<file path="src/rtl/add_pkg.sv">
// Shared constants for the calc/add library.
package add_pkg;
   localparam int ADD_GRP_WIDTH = 4;
endpackage

</file>
<file path="src/rtl/add_4bit_ahead.sv">
// Combinational 4-bit carry-lookahead group; exposes c3 so the top can detect signed overflow.
module add_4bit_ahead
   import add_pkg::*;
(
   input  logic [ADD_GRP_WIDTH-1:0] i_a,
   input  logic [ADD_GRP_WIDTH-1:0] i_b,
   input  logic                     i_c0,
   output logic [ADD_GRP_WIDTH-1:0] o_s,
   output logic                     o_c3,
   output logic                     o_c4
);

   logic [ADD_GRP_WIDTH-1:0] w_p;
   logic [ADD_GRP_WIDTH-1:0] w_g;
   logic [ADD_GRP_WIDTH-1:0] w_c;
   logic                     w_c4;

   assign w_p = i_a ^ i_b;
   assign w_g = i_a & i_b;

   // Each carry is a flat sum of products of the group inputs, not a ripple chain.
   assign w_c[0] = i_c0;
   assign w_c[1] = w_g[0] | (w_p[0] & i_c0);
   assign w_c[2] = w_g[1] | (w_p[1] & w_g[0]) | (w_p[1] & w_p[0] & i_c0);
   assign w_c[3] = w_g[2] | (w_p[2] & w_g[1]) | (w_p[2] & w_p[1] & w_g[0])
                 | (w_p[2] & w_p[1] & w_p[0] & i_c0);
   assign w_c4   = w_g[3] | (w_p[3] & w_g[2]) | (w_p[3] & w_p[2] & w_g[1])
                 | (w_p[3] & w_p[2] & w_p[1] & w_g[0])
                 | (w_p[3] & w_p[2] & w_p[1] & w_p[0] & i_c0);

   assign o_s  = w_p ^ w_c;
   assign o_c3 = w_c[3];
   assign o_c4 = w_c4;

endmodule

</file>
<file path="src/rtl/add_nnbit_ahead_serial_core.sv">
// Registered N-bit adder: 4-bit lookahead groups chained serially, one output register stage.
// Optional signed-overflow output o_ovf enabled by defining ADD_AHEAD_SERIAL_OVF_EN.
module add_nnbit_ahead_serial_core
   import add_pkg::*;
#(
   parameter int DATA_WIDTH = 8
) (
   input  logic                  i_clk,
   input  logic                  i_rst_n,
   input  logic                  i_vld,
   input  logic [DATA_WIDTH-1:0] i_num_a,
   input  logic [DATA_WIDTH-1:0] i_num_b,
   input  logic                  i_cry,
`ifdef ADD_AHEAD_SERIAL_OVF_EN
   output logic                  o_ovf,
`endif
   output logic                  o_vld,
   output logic [DATA_WIDTH-1:0] o_res,
   output logic                  o_cry
);

   localparam int NGRP = DATA_WIDTH / ADD_GRP_WIDTH;

   generate
      if ((DATA_WIDTH <= 0) || (DATA_WIDTH % ADD_GRP_WIDTH != 0)) begin : g_bad_width
         $error("DATA_WIDTH must be a positive multiple of 4");
      end
   endgenerate

   logic [NGRP:0]           w_cry_p0;
   logic [NGRP-1:0]         w_c3_p0;
   logic [DATA_WIDTH-1:0]   w_sum_p0;

   assign w_cry_p0[0] = i_cry;

   genvar k;
   generate
      for (k = 0; k < NGRP; k++) begin : g_grp
         add_4bit_ahead u_grp (
            .i_a  (i_num_a[k*ADD_GRP_WIDTH +: ADD_GRP_WIDTH]),
            .i_b  (i_num_b[k*ADD_GRP_WIDTH +: ADD_GRP_WIDTH]),
            .i_c0 (w_cry_p0[k]),
            .o_s  (w_sum_p0[k*ADD_GRP_WIDTH +: ADD_GRP_WIDTH]),
            .o_c3 (w_c3_p0[k]),
            .o_c4 (w_cry_p0[k+1])
         );
      end
   endgenerate

   // ---- p0 -> p1 register boundary ----
   logic                  r_vld_p1;
   logic [DATA_WIDTH-1:0] r_res_p1;
   logic                  r_cry_p1;

   always_ff @(posedge i_clk) begin
      if (!i_rst_n) begin
         r_vld_p1 <= 1'b0;
         r_res_p1 <= '0;
         r_cry_p1 <= 1'b0;
      end else begin
         r_vld_p1 <= i_vld;
         if (i_vld) begin
            r_res_p1 <= w_sum_p0;
            r_cry_p1 <= w_cry_p0[NGRP];
         end
      end
   end

`ifdef ADD_AHEAD_SERIAL_OVF_EN
   // Signed overflow: carry into the MSB differs from carry out of it.
   logic r_ovf_p1;
   always_ff @(posedge i_clk) begin
      if (!i_rst_n) begin
         r_ovf_p1 <= 1'b0;
      end else if (i_vld) begin
         r_ovf_p1 <= w_c3_p0[NGRP-1] ^ w_cry_p0[NGRP];
      end
   end
   assign o_ovf = r_ovf_p1;
`else
   logic w_unused_c3;
   assign w_unused_c3 = ^w_c3_p0;
`endif

   assign o_vld = r_vld_p1;
   assign o_res = r_res_p1;
   assign o_cry = r_cry_p1;

endmodule

</file>
<file path="config.mk">
export PLATFORM = sky130hd
export DESIGN_NAME = add_nnbit_ahead_serial_core
export DESIGN_NICKNAME = d
export VERILOG_FILES = /design/src/rtl/add_pkg.sv /design/src/rtl/add_4bit_ahead.sv /design/src/rtl/add_nnbit_ahead_serial_core.sv
export SDC_FILE = /design/constraint.sdc
export NUM_CORES = 1
export LEC_CHECK = 0
export CORE_UTILIZATION = 44
export DETAILED_ROUTE_END_ITERATION = 10
export MAX_ROUTING_LAYER = met4
export PLACE_DENSITY = 0.83
export SYNTH_ARGS = -nofsm -noshare
export SYNTH_HDL_FRONTEND = slang
export SYNTH_SLANG_ARGS = --single-unit
</file>
<file path="constraint.sdc">
create_clock -name i_clk -period 3.3 [get_ports i_clk]
set_input_delay 0.825 -clock i_clk [delete_from_list [all_inputs] [get_ports i_clk]]
set_output_delay 0.825 -clock i_clk [all_outputs]
set_load 0.03 [all_outputs]
</file>
======== Word level (Yosys, flattened, before mapping) ========
Index checks and enable logic that the tools add are counted.
storage, ports and cells
  latch bits .............................. 0
  output and inout bits ................... 10
  flip-flop bits (word level) ............. 10
  memory bits (writable) .................. 0
  memory bits (read-only) ................. 0
  memories ................................ 0
  logic and storage cells ................. 61
  input bits .............................. 20
operators by class
  equal/unequal tests ..................... 0
  add/sub/neg operators ................... 0
  reductions and logical operators ........ 0
  mux-type cells .......................... 0
  div/mod/pow operators ................... 0
  shift operators ......................... 0
  $mul .................................... 0
  $lt $le $gt $ge ......................... 0
  bitwise gates (word level) .............. 58
operator list
  cell               number
  1-bit bitwise AND  32
  1-bit OR           20
  4-bit bitwise XOR  4
  4-bit bitwise AND  2

======== Longest topological paths before layout ========
  word-level depth ........................ 9
  depth in mapped cells ................... 9

======== Modules after synthesis ========
Synthesis repeated with hierarchy kept, for this count alone.
second synthesis, totals
  cells, all modules ...................... 66
  area total of the unflattened synthesis .. 675.6 um^2
by module, submodules not included
  module                       times used  cells each  area an instance (um^2)
  add_nnbit_ahead_serial_core  1           30          365.4
  add_4bit_ahead               2           18          155.1

======== Worst setup path after synthesis ========
No wires, ideal clock.
  path kind ............................... input-to-reg
  from .................................... input i_num_a[0]
  to ...................................... register r_res_p1[5], in the netlist o_res[5]
  stages on the path ...................... 9
  arrival time ............................ 2.415 ns
  slack ................................... 0.769 ns
  setup time .............................. 0.116 ns
  path buffers ............................ 0
  data required time ...................... 3.184 ns
  cell sequence ........................... ha_1 a211oi_2 nor2_1 o21ai_0 nand2b_1 fa_1 xnor2_1 nand2_1 o211a_1
between the ends
  word-level cells in the longest chain between the ends .. 7
  elaborated cells between the ends (all ways) .. 10
  those cells by class .................... 10 x bitwise
RTL lines
  element                                                        line                                        source
  start, declared                                                add_nnbit_ahead_serial_core.sv:11           input logic [DATA_WIDTH-1:0] i_num_a,
  4-bit bitwise AND / 4-bit bitwise XOR (equally long branches)  add_4bit_ahead.sv:19, add_4bit_ahead.sv:18
  1-bit bitwise AND, on equally long branches                    add_4bit_ahead.sv:28, add_4bit_ahead.sv:29
  1-bit OR / 1-bit bitwise AND (equally long branches)           add_4bit_ahead.sv:28, add_4bit_ahead.sv:29
  1-bit OR (*)                                                   add_4bit_ahead.sv:29                        | (w_p[3] & w_p[2] & w_p[1] & w_p[0] & i_c0);
  1-bit bitwise AND (*)                                          add_4bit_ahead.sv:23                        assign w_c[1] = w_g[0] | (w_p[0] & i_c0);
  1-bit OR (*)                                                   add_4bit_ahead.sv:23
  4-bit bitwise XOR (*)                                          add_4bit_ahead.sv:31                        assign o_s = w_p ^ w_c;
  end signal, assigned                                           add_nnbit_ahead_serial_core.sv:63           r_res_p1 <= w_sum_p0;
  end, declared                                                  add_nnbit_ahead_serial_core.sv:52           logic [DATA_WIDTH-1:0] r_res_p1;
Mark *: on every way between the ends. The rest lies on a longest branch, timed or not.
A chain may end at the register's enable or synchronous reset.

======== Worst setup path in the final report ========
Same ends and word-level chain as after synthesis.

==> impl_results.md <==
- Outcome: completed
- Relative max-transition margin: 71.0%
- Die Wd: 41.9 um
- Asr flop ratio synth: 0%
- CP cell instances: clkdlybuf4s50_1 -> ha_1 -> a211oi_2 -> nor2_1 -> o21ai_0 -> nand2b_1 -> fa_1 -> xnor2_1 -> nand2_1 -> o211a_1
- Layout cells sized above 1: 6.19%
- Worst path slowest cell: clkdlybuf4s50_1
- N_diodes: 0
- Clock transition at path regs: 0.07 ns
- GRT Total Usage: 21.6%
- Peak supply drop: 0.193 mV
- Hold Fails Final Rpt: 0
- CP bufs+invs: 1
- Final setup violation count: 0
- First-pass GRT wire length: 2790 um
- Num CTS Buffers: 3
- Die area: 1760 um^2
- Transition time of the tightest slew-check pin: 0.434 ns
- Synthesized area: 701 um^2
- PD cells: 385 nW/um^2
- Number of synthesized flops with an enable pin: 0
- Critical path class: input pin to flip-flop
- Max-cap violations: 0
- CTS tree: yes
- Post-route setup TNS: 0 ns
- Share of the synthesized area in the top cell type: 28.6%
- Warnings from Yosys: 0
- Post-layout net count: 144
- Gp weighted congestion: 0.885
- Register area share after synthesis: 28.6%
- Post-CTS Setup Repair Bufs: 0
- Largest net degree at the start of global routing: 13
- Core area: 1490 um^2
- Final Instance Area: 1040 um^2
- Root Driver: clkbuf_4
- Peak Freq: 342 MHz
- Reg2Reg Setup Slack: 2.54 ns
- Port Buffers: 29
- CTS Sinks: 10
- Syn_area_per_cell: 8.54 um^2
- Cell taking the most area after synthesis: dfxtp_1
- DRC viols: 0
- Cell with the most instances after synthesis: dfxtp_1
- Slew Viols, Final: 0
- Die span in y: 41.9 um
- Min setup slack post-route: 0.380 ns
- Clock tree buffer depth: 2
- Final period util: 88.5%
- Post-Place Setup Slack: 0.123 ns
- Wire length per cell: 13.0 um
- Vias: 733
- Placement Cell Area: 1000 um^2
- Synth Net Count: 112
- CTS Hold Buffers Added: 0
- Final ANT Viol Nets: 0
- Fin util: 69.8%
- Vias in the first global route: 672
- Clock Skews: 0 ns
- Main flop type after synthesis: dfxtp_1
- RSZ-0062 raised after global routing: false
- Top post-synthesis cells by area: dfxtp_1 29%, ha_1 14%, fa_1 5.7%
- Area grow syn2layout: 48.4%
- Initial antenna violation count: 0
- CTS H-tree depth: 1
- Overflow after GRT: 0
- CP Launch Type: input pin
- 1st-pass router iterations: 4
- Leak pwr: 0.000463 uW
- Commonest cells post-synth: 10 x dfxtp_1, 8 x ha_1, 7 x inv_1, 6 x nand2_1, 6 x nor2_1
- Core Rows: 14
- Cts repair resizes: 0
- Min-Delay Path Class: flip-flop to flip-flop
- Clock latency on the worst-skew pair: 0.27 ns
- CP max FO: 3
- Critical Path RT: 3.47 ns
- Crit. End Element: flip-flop
- CP max stage delay: 0.42 ns
- Final WL: 1680 um
- I/O pin count: 30
- Mapped Cells: 82
- WP data arrival: 3.09 ns
- Count of different cell masters after synthesis: 32
- Number of synthesized register bits: 10
- DR vias/cell: 5.68
- Starting Density: 47.1%
- Min cycle time layout: 2.92 ns
- Number of DRC markers in iteration 0: 20
- Delay-heaviest family, CP: adder cells
- DPL Wire Length: 1310 um
==> worst reg2reg max path, cell delays in order, from the launching register on <==
cell and delay [ns]:
dfxtp_1 0.31, nor2b_1 0.13, a32o_1 0.22
==> state kept, by name (all words and copies together) (netlist names) <==
name	flops
o_cry	1
o_res	8
o_vld	1
==> cell families (layout without fill, tap and decap cells) <==
kind of cell	after synthesis	after routing	synth area share, %
simple gates	26	26	18.0
compound gates	24	24	24.6
fa+ha+maj	10	10	20.0
flops	10	10	28.6
buf+inv	9	40	4.82
xor+xnor	2	2	2.50
mux	1	1	1.43
==> report_power, final <==
part | internal [uW] | switching, uW
sequential | 132 | 5.53
clock | 67.1 | 47.3
combinational | 72.3 | 76.1
total | 272 | 129
==> cells in the final DEF (no fill, tap or decap), types with 2 or more instances in the layout <==
cell / instances
clkdlybuf4s50_1: 29
dfxtp_1: 10
ha_1: 8
inv_1: 7
nor2_1: 6
nand2_1: 6
o21ai_0: 4
nand3_1: 4
a21o_1: 3
a21oi_1: 3
nor2b_1: 3
clkbuf_4: 3
nand4_1: 2
o211ai_1: 2
o31ai_1: 2
o211a_1: 2
fa_1: 2
==> path summary, 6_finish.rpt <==
check / cells after the start / start / to
min: 1 / o_res[5] / o_res[5]
max reg2reg: 2 / o_res[3] / o_res[3]
max: 10 / i_num_a[0] / o_res[5]
min reg2reg: 1 / o_res[5] / o_res[5]
==> per-layer routing <==
layer | global-route usage, % | wire, um | vias to the layer above
met2 | 34.4 | 819 | 35
met1 | 26.9 | 752 | 335
li1 | - | - | 358
met4 | 11.0 | 40 | 0
met5 | - | 0 | -
met3 | 2.61 | 70 | 5
==> final cells by class <==
cell class | count | area, um^2
multi-input cells | 63 | 467
clock buffers | 4 | 36.3
inverters | 7 | 26.3
repair buffers | 29 | 290
fillers | 120 | 449
flip-flops and latches | 10 | 200
well taps | 16 | 20.0
==> through the flow <==
| step | total power (uW) | hold slack, ns | std cells |
|---|---|---|---|
| 6_report | 401 | 0.494 | 129 |
| 5_1_grt | 420 | 0.515 | 129 |
| 4_1_cts | 401 | 0.493 | 129 |
| 3_5_place_dp | 287 | 0.470 | 125 |
| 3_3_place_gp | 284 | 0.482 | 125 |
| 2_1_floorplan | 226 | 0.625 | 82 |
Power figures use the tool's default switching activity.
